<file path="src/rtl/instruction_loader_if.sv">
// ============================================================================
// Module  : instruction_loader_if
// Brief   : Bundle between the instruction loader and its environment. The
//           environment supplies the start pulse and the UART receive bytes.
//           The loader returns memory write cycles and its status.
// Revision: 1.0 - initial release
// ============================================================================
`default_nettype none

interface instruction_loader_if #(
  parameter int ADDR_WIDTH = 32
);
  // Debug unit and UART receiver side
  logic                  i_start;
  logic                  i_rx_valid;
  logic [7:0]            i_rx_data;
  // Instruction memory write port and status
  logic                  o_write_instruction_mem;
  logic [ADDR_WIDTH-1:0] o_instruction_mem_addr;
  logic [31:0]           o_instruction_mem_data;
  logic                  o_busy;
  logic                  o_done;
  logic                  o_error;
  logic [12:0]           o_byte_count;

  // The loader drives the memory writes and the status signals
  modport master (
    input  i_start, i_rx_valid, i_rx_data,
    output o_write_instruction_mem, o_instruction_mem_addr,
           o_instruction_mem_data, o_busy, o_done, o_error, o_byte_count
  );

  // The environment drives stimulus and observes the loader
  modport slave (
    output i_start, i_rx_valid, i_rx_data,
    input  o_write_instruction_mem, o_instruction_mem_addr,
           o_instruction_mem_data, o_busy, o_done, o_error, o_byte_count
  );
endinterface

`default_nettype wire

</file>
<file path="src/rtl/instruction_loader.sv">
// ============================================================================
// Module  : instruction_loader
// Brief   : Takes program bytes from the UART receiver and writes them one
//           after another into the byte-wide instruction memory. A load ends
//           on an aligned HALT_WORD, which is still written, or on overflow.
// Revision: 1.0 - initial release
// ============================================================================
`default_nettype none

module instruction_loader #(
  parameter int          MEM_BYTES  = 4096,
  parameter logic [31:0] HALT_WORD  = 32'hFFFF_FFFF,
  parameter int          ADDR_WIDTH = 32
) (
  input  wire                         i_clk,
  input  wire                         i_reset,
  instruction_loader_if.master        bus
);

  localparam logic [12:0] c_MEM_BYTES = 13'(MEM_BYTES);

  typedef enum logic [1:0] {
    S_IDLE  = 2'd0,
    S_LOAD  = 2'd1,
    S_DONE  = 2'd2,
    S_ERROR = 2'd3
  } state_t;

  state_t                r_state;
  logic [12:0]           r_count;
  // Holds only the last three bytes. The fourth byte of a word comes straight
  // from the receive data when the halt comparison is made.
  logic [23:0]           r_sr;
  logic                  r_write;
  logic [ADDR_WIDTH-1:0] r_addr;
  logic [31:0]           r_data;
  logic                  r_busy;
  logic                  r_done;
  logic                  r_error;

  logic                  w_full;
  logic                  w_halt;

  assign w_full = (r_count == c_MEM_BYTES);
  assign w_halt = (r_count[1:0] == 2'd3) && ({r_sr, bus.i_rx_data} == HALT_WORD);

  // Load control FSM. All outputs are registered and change on the same edge
  // as the state.
  always_ff @(posedge i_clk or posedge i_reset) begin
    if (i_reset) begin
      r_state <= S_IDLE;
      r_count <= '0;
      r_sr    <= '0;
      r_write <= 1'b0;
      r_addr  <= '0;
      r_data  <= '0;
      r_busy  <= 1'b0;
      r_done  <= 1'b0;
      r_error <= 1'b0;
    end else begin
      r_write <= 1'b0;
      case (r_state)
        S_LOAD: begin
          // A start pulse in the middle of a load is ignored on purpose
          if (bus.i_rx_valid) begin
            if (w_full) begin
              r_state <= S_ERROR;
              r_busy  <= 1'b0;
              r_error <= 1'b1;
            end else begin
              r_write <= 1'b1;
              r_addr  <= ADDR_WIDTH'(r_count);
              r_data  <= {24'b0, bus.i_rx_data};
              r_count <= r_count + 13'd1;
              r_sr    <= {r_sr[15:0], bus.i_rx_data};
              if (w_halt) begin
                r_state <= S_DONE;
                r_busy  <= 1'b0;
                r_done  <= 1'b1;
              end
            end
          end
        end
        default: begin
          // Idle, done and error all wait for a start. A byte that arrives
          // in the same cycle as the start is dropped.
          if (bus.i_start) begin
            r_state <= S_LOAD;
            r_count <= '0;
            r_sr    <= '0;
            r_busy  <= 1'b1;
            r_done  <= 1'b0;
            r_error <= 1'b0;
          end
        end
      endcase
    end
  end

  assign bus.o_write_instruction_mem = r_write;
  assign bus.o_instruction_mem_addr  = r_addr;
  assign bus.o_instruction_mem_data  = r_data;
  assign bus.o_busy                  = r_busy;
  assign bus.o_done                  = r_done;
  assign bus.o_error                 = r_error;
  assign bus.o_byte_count            = r_count;

endmodule

`default_nettype wire

</file>
<file path="src/flat_wrapper.sv">
// flat-port wrapper written by rule: the top's interface ports become plain ports
module instruction_loader_flat 
#(
  parameter int          MEM_BYTES  = 4096,
  parameter logic [31:0] HALT_WORD  = 32'hFFFF_FFFF,
  parameter int          ADDR_WIDTH = 32
)
  (i_clk, i_reset, bus_i_start, bus_i_rx_valid, bus_i_rx_data, bus_o_write_instruction_mem, bus_o_instruction_mem_addr, bus_o_instruction_mem_data, bus_o_busy, bus_o_done, bus_o_error, bus_o_byte_count);
  instruction_loader_if #(.ADDR_WIDTH(ADDR_WIDTH)) bus_i ();
  input  wire i_clk;
  input  wire i_reset;
  input wire logic [$bits(bus_i.i_start)-1:0] bus_i_start;
  input wire logic [$bits(bus_i.i_rx_valid)-1:0] bus_i_rx_valid;
  input wire logic [$bits(bus_i.i_rx_data)-1:0] bus_i_rx_data;
  output wire logic [$bits(bus_i.o_write_instruction_mem)-1:0] bus_o_write_instruction_mem;
  output wire logic [$bits(bus_i.o_instruction_mem_addr)-1:0] bus_o_instruction_mem_addr;
  output wire logic [$bits(bus_i.o_instruction_mem_data)-1:0] bus_o_instruction_mem_data;
  output wire logic [$bits(bus_i.o_busy)-1:0] bus_o_busy;
  output wire logic [$bits(bus_i.o_done)-1:0] bus_o_done;
  output wire logic [$bits(bus_i.o_error)-1:0] bus_o_error;
  output wire logic [$bits(bus_i.o_byte_count)-1:0] bus_o_byte_count;
  assign bus_i.i_start = bus_i_start;
  assign bus_i.i_rx_valid = bus_i_rx_valid;
  assign bus_i.i_rx_data = bus_i_rx_data;
  assign bus_o_write_instruction_mem = bus_i.o_write_instruction_mem;
  assign bus_o_instruction_mem_addr = bus_i.o_instruction_mem_addr;
  assign bus_o_instruction_mem_data = bus_i.o_instruction_mem_data;
  assign bus_o_busy = bus_i.o_busy;
  assign bus_o_done = bus_i.o_done;
  assign bus_o_error = bus_i.o_error;
  assign bus_o_byte_count = bus_i.o_byte_count;
  instruction_loader #(.MEM_BYTES(MEM_BYTES), .HALT_WORD(HALT_WORD), .ADDR_WIDTH(ADDR_WIDTH)) u_core (.i_clk(i_clk), .i_reset(i_reset), .bus(bus_i));
endmodule
</file>
<file path="config.mk">
export PLATFORM = sky130hd
export DESIGN_NAME = instruction_loader_flat
export DESIGN_NICKNAME = d
export VERILOG_FILES = /design/src/rtl/instruction_loader_if.sv /design/src/rtl/instruction_loader.sv /design/src/flat_wrapper.sv
export SDC_FILE = /design/constraint.sdc
export NUM_CORES = 1
export LEC_CHECK = 0
export ABC_AREA = 1
export ABC_CLOCK_PERIOD_IN_PS = 2600
export CELL_PAD_IN_SITES_DETAIL_PLACEMENT = 1
export CELL_PAD_IN_SITES_GLOBAL_PLACEMENT = 1
export CORE_UTILIZATION = 36
export CTS_BUF_LIST = sky130_fd_sc_hd__clkbuf_8
export DETAILED_ROUTE_END_ITERATION = 6
export PLACE_DENSITY_LB_ADDON = 0.1
export SETUP_SLACK_MARGIN = 0.1
export SLEW_MARGIN = 20
export SYNTH_ARGS = -nofsm -noshare
export SYNTH_HDL_FRONTEND = slang
export SYNTH_SLANG_ARGS = --single-unit
</file>
<file path="constraint.sdc">
create_clock -name i_clk -period 2.6 [get_ports i_clk]
set_input_delay 0.39 -clock i_clk [delete_from_list [all_inputs] [get_ports i_clk]]
set_output_delay 0.39 -clock i_clk [all_outputs]
set_load 0.05 [all_outputs]
</file>
==> impl_metrics.toml <==
[worst_setup_path]
worstPathCellList = "clkdlybuf4s50_1"
critical_path.max_fanout = 7
endpoint_kind = "primary output"
critPathBufInv = 1
cp-start-kind = "flip-flop"
timing.critical_path.arrival_ns = 1.69
crit_type = "reg -> out"
crit_slowest_cell = "sky130_fd_sc_hd__clkdlybuf4s50_1"
cp.required_ns = 2.21
critPathMaxStageDelay_ns = 0.88
cpLargestDelayFamily = "buffers and inverters"

[synthesis]
yosys_register_bits = 64
synth_top_area_cell = "sky130_fd_sc_hd__dfrtp_1"
yosys.cell_types.count = 28
share_of_the_synthesized_area_in_the_top_cell_type_pct = 48.0
asyncSetResetFlopFracSynth_pct = 100
mappedNetlistArea_sq_um = 3340
ys_top_cells_by_area = "sky130_fd_sc_hd__dfrtp_1, sky130_fd_sc_hd__nand2_1, sky130_fd_sc_hd__buf_4"
synth_edf_count = 0
share_of_synthesized_area_occupied_by_flip_flops_and_latches_pct = 48.0
netlist_instances = 402
syn_avg_cell_area_sq_um = 8.30
synth_ff_type = "sky130_fd_sc_hd__dfrtp_1"
synthesis.yosys.warnings = 0

[sta]
finalSetupTns_ns = 0
slew_headroom_pct = 64.2
tightestPinTransition_ns = 0.536
fmax_mhz = 481
final_min_period_over_clock_period_pct = 80.0
setup_viol_count_final = 0
grt_setup_unrepaired = "false"
clock_skew_ns = 0.0130
post-route-worst-setup-slack_ns = 0.520
period_minus_slack_ns = 2.08
report.final.hold_viol_count = 0
finalMaxSlewViolations = 0

[cells_and_area]
net_total_in_the_final_layout = 469
layout.cells.most_common_list = "sky130_fd_sc_hd__nand2_1, sky130_fd_sc_hd__dfrtp_1, sky130_fd_sc_hd__clkdlybuf4s50_1, sky130_fd_sc_hd__inv_1"
num-fill-cells = 1081
flow.area_growth_from_synthesis_pct = 19.0
drive_above_1_share_pct = 8.91
antenna_cells = 0
ff_latch_area_sq_um = 1600
most_common_cell_after_layout_fill_and_taps_aside = "sky130_fd_sc_hd__nand2_1"
multi_input_area_sq_um = 1260

[routing]
wire_per_inst_um = 13.7
dr.pass1.iters = 7
route.antenna.remaining_nets = 0
totalWireLength_mm = 7.79
detail_route.iter0.violations = 124
drt-vias-per-instance = 4.61
detailroute.via_count = 2619
detail_route.drc_violations = 4

[run_status]
status = "complete, but fails checks"
violated_checks = "DRC"

[pwr]
leakage_nw = 1.86
power_density_nw_per_um2 = 1040
vdd.ir_drop.worst_v = 0.000534

[worst_hold_path]
hold_path.class = "in -> async"

[clock_network]
htreeDepth = 3
ctsHoldBuffers = 0
cts_repair_resize_count = 0
clk_root_buffer_cell = "sky130_fd_sc_hd__clkbuf_8"
cts_buffer_depth = 2
clock_input_transition_at_the_sequential_cells_of_the_worst_setup_and_hold_paths_ns = 0.08
tritoncts = "built"
cts_made_buffers = 9
cts_setup_buffers = 0
cts_sinks = 64
clock_latency_on_the_worst_skew_pair_ns = 0.34

[grt]
wire_length_of_the_first_global_routing_pass_mm = 13.3
largest_net_degree_at_the_start_of_global_routing = 34
grt_pass1_vias = 2613
initial_antenna_violation_count = 0
grt-ovfl-total = 0
gr-usage-all-layers_pct = 17.7

[die]
die_y_um = 98.3
io-pin-count = 93
placementRows = 34
core_area_sq_um = 8850
die_x_um = 98.3
floorplan.die_area_sq_um = 9660
floorplan.initialDensity_pct = 37.7

[placement]
port_buffers = 49
routabilityCongestion = 0.761
detailedPlace.worstSlack_ns = 0.597
dp_hpwl_mm = 5.68

[run]
maxCapViolations = 0
-- per-stage QoR --
| step | power (mW) | utilization, % | instance area, sq um | hold WS (ns) | cells |
|---|---|---|---|---|---|
| floorplan | 2.83 | - | 3500 | 0.442 | 444 |
| global placement | 3.24 | 42.6 | 3770 | 0.458 | 552 |
| detailed placement | 3.26 | 42.6 | 3770 | 0.469 | 552 |
| CTS | 4.17 | 44.9 | 3970 | 0.380 | 568 |
| global route | 4.36 | 44.9 | 3970 | 0.415 | 568 |
| finish | 4.12 | 44.9 | 3970 | 0.372 | 568 |
-- power by group --
part           total (mW)  internal, mW  switching, mW
Clock               0.890         0.472          0.418
Combinational        1.74         0.519           1.23
Sequential           1.49          1.29          0.197
-- area by class of cell --
| type | count | share of cell area [%] |
|---|---|---|
| flip-flops and latches | 64 | 40.3 |
| multi-input cells | 271 | 31.7 |
| repair buffers | 57 | 14.5 |
| inverters | 52 | 4.91 |
| clock buffers | 10 | 3.47 |
| well taps | 108 | 3.40 |
| clock inverters | 6 | 1.70 |
-- layer usage --
metal / vias to the layer above / part of all wire, % / global-route usage, %
li1: 1284 / - / -
met1: 1254 / 51 / 25.7
met2: 72 / 44 / 26.5
met3: 9 / 3.9 / 3.08
met4: 0 / 1.3 / 6.54
met5: - / 0 / 0
-- registers in the layout, summed over array words and instances (netlist names) --
name	flops
u_core.r_sr	24
u_core.bus.o_write_instruction_mem	1
u_core.bus.o_instruction_mem_data	8
u_core.bus.o_byte_count	13
u_core.bus.o_error	1
u_core.r_state	2
u_core.bus.o_busy	1
u_core.bus.o_done	1
u_core.bus.o_instruction_mem_addr	13
-- synth_stat cells, types with 4 or more instances --
| cell type | number |
|---|---|
| sky130_fd_sc_hd__buf_2 | 6 |
| sky130_fd_sc_hd__inv_2 | 4 |
| sky130_fd_sc_hd__inv_1 | 48 |
| sky130_fd_sc_hd__o21ai_2 | 4 |
| sky130_fd_sc_hd__o22ai_1 | 17 |
| sky130_fd_sc_hd__o21ai_1 | 21 |
| sky130_fd_sc_hd__nand3_1 | 14 |
| sky130_fd_sc_hd__nand3_2 | 5 |
| sky130_fd_sc_hd__dfrtp_1 | 64 |
| sky130_fd_sc_hd__nor2_1 | 43 |
| sky130_fd_sc_hd__nand4_1 | 5 |
| sky130_fd_sc_hd__buf_6 | 4 |
| sky130_fd_sc_hd__buf_4 | 43 |
| sky130_fd_sc_hd__nand2_1 | 88 |
| sky130_fd_sc_hd__xor2_1 | 6 |
| sky130_fd_sc_hd__o21ai_0 | 14 |
-- kinds of logic (layout without fill, tap and decap cells) --
logic type	count (synthesis)	in the layout	share of synthesized area (%)
flip-flops	64	64	48.0
buffers and inverters	109	125	19.0
other	1	43	0.112
AO/OA/AOI/OAI	58	58	9.86
XOR/XNOR	6	6	1.57
adder cells (fa/ha/maj)	2	2	0.750
AND/OR/NAND/NOR	162	162	20.7
-- final timing paths --
path / start / slack, ns / depth (start not counted) / to
worst max-delay path: u_core.bus.o_byte_count[0] / 0.52 / 1 / bus_o_byte_count[0]
worst max register to register: u_core.bus.o_byte_count[0] / 0.73 / 10 / u_core.bus.o_instruction_mem_addr[0]
worst min-delay path: i_reset / 0.37 / 2 / u_core.bus.o_done
min in group i_clk: u_core.bus.o_instruction_mem_addr[11] / 0.50 / 2 / u_core.bus.o_instruction_mem_addr[11]
worst min register to register: u_core.bus.o_instruction_mem_addr[11] / 0.50 / 2 / u_core.bus.o_instruction_mem_addr[11]
max in group asynchronous: i_reset / 1.58 / 3 / u_core.bus.o_busy
Note: power is estimated with default switching activity, not from simulation.
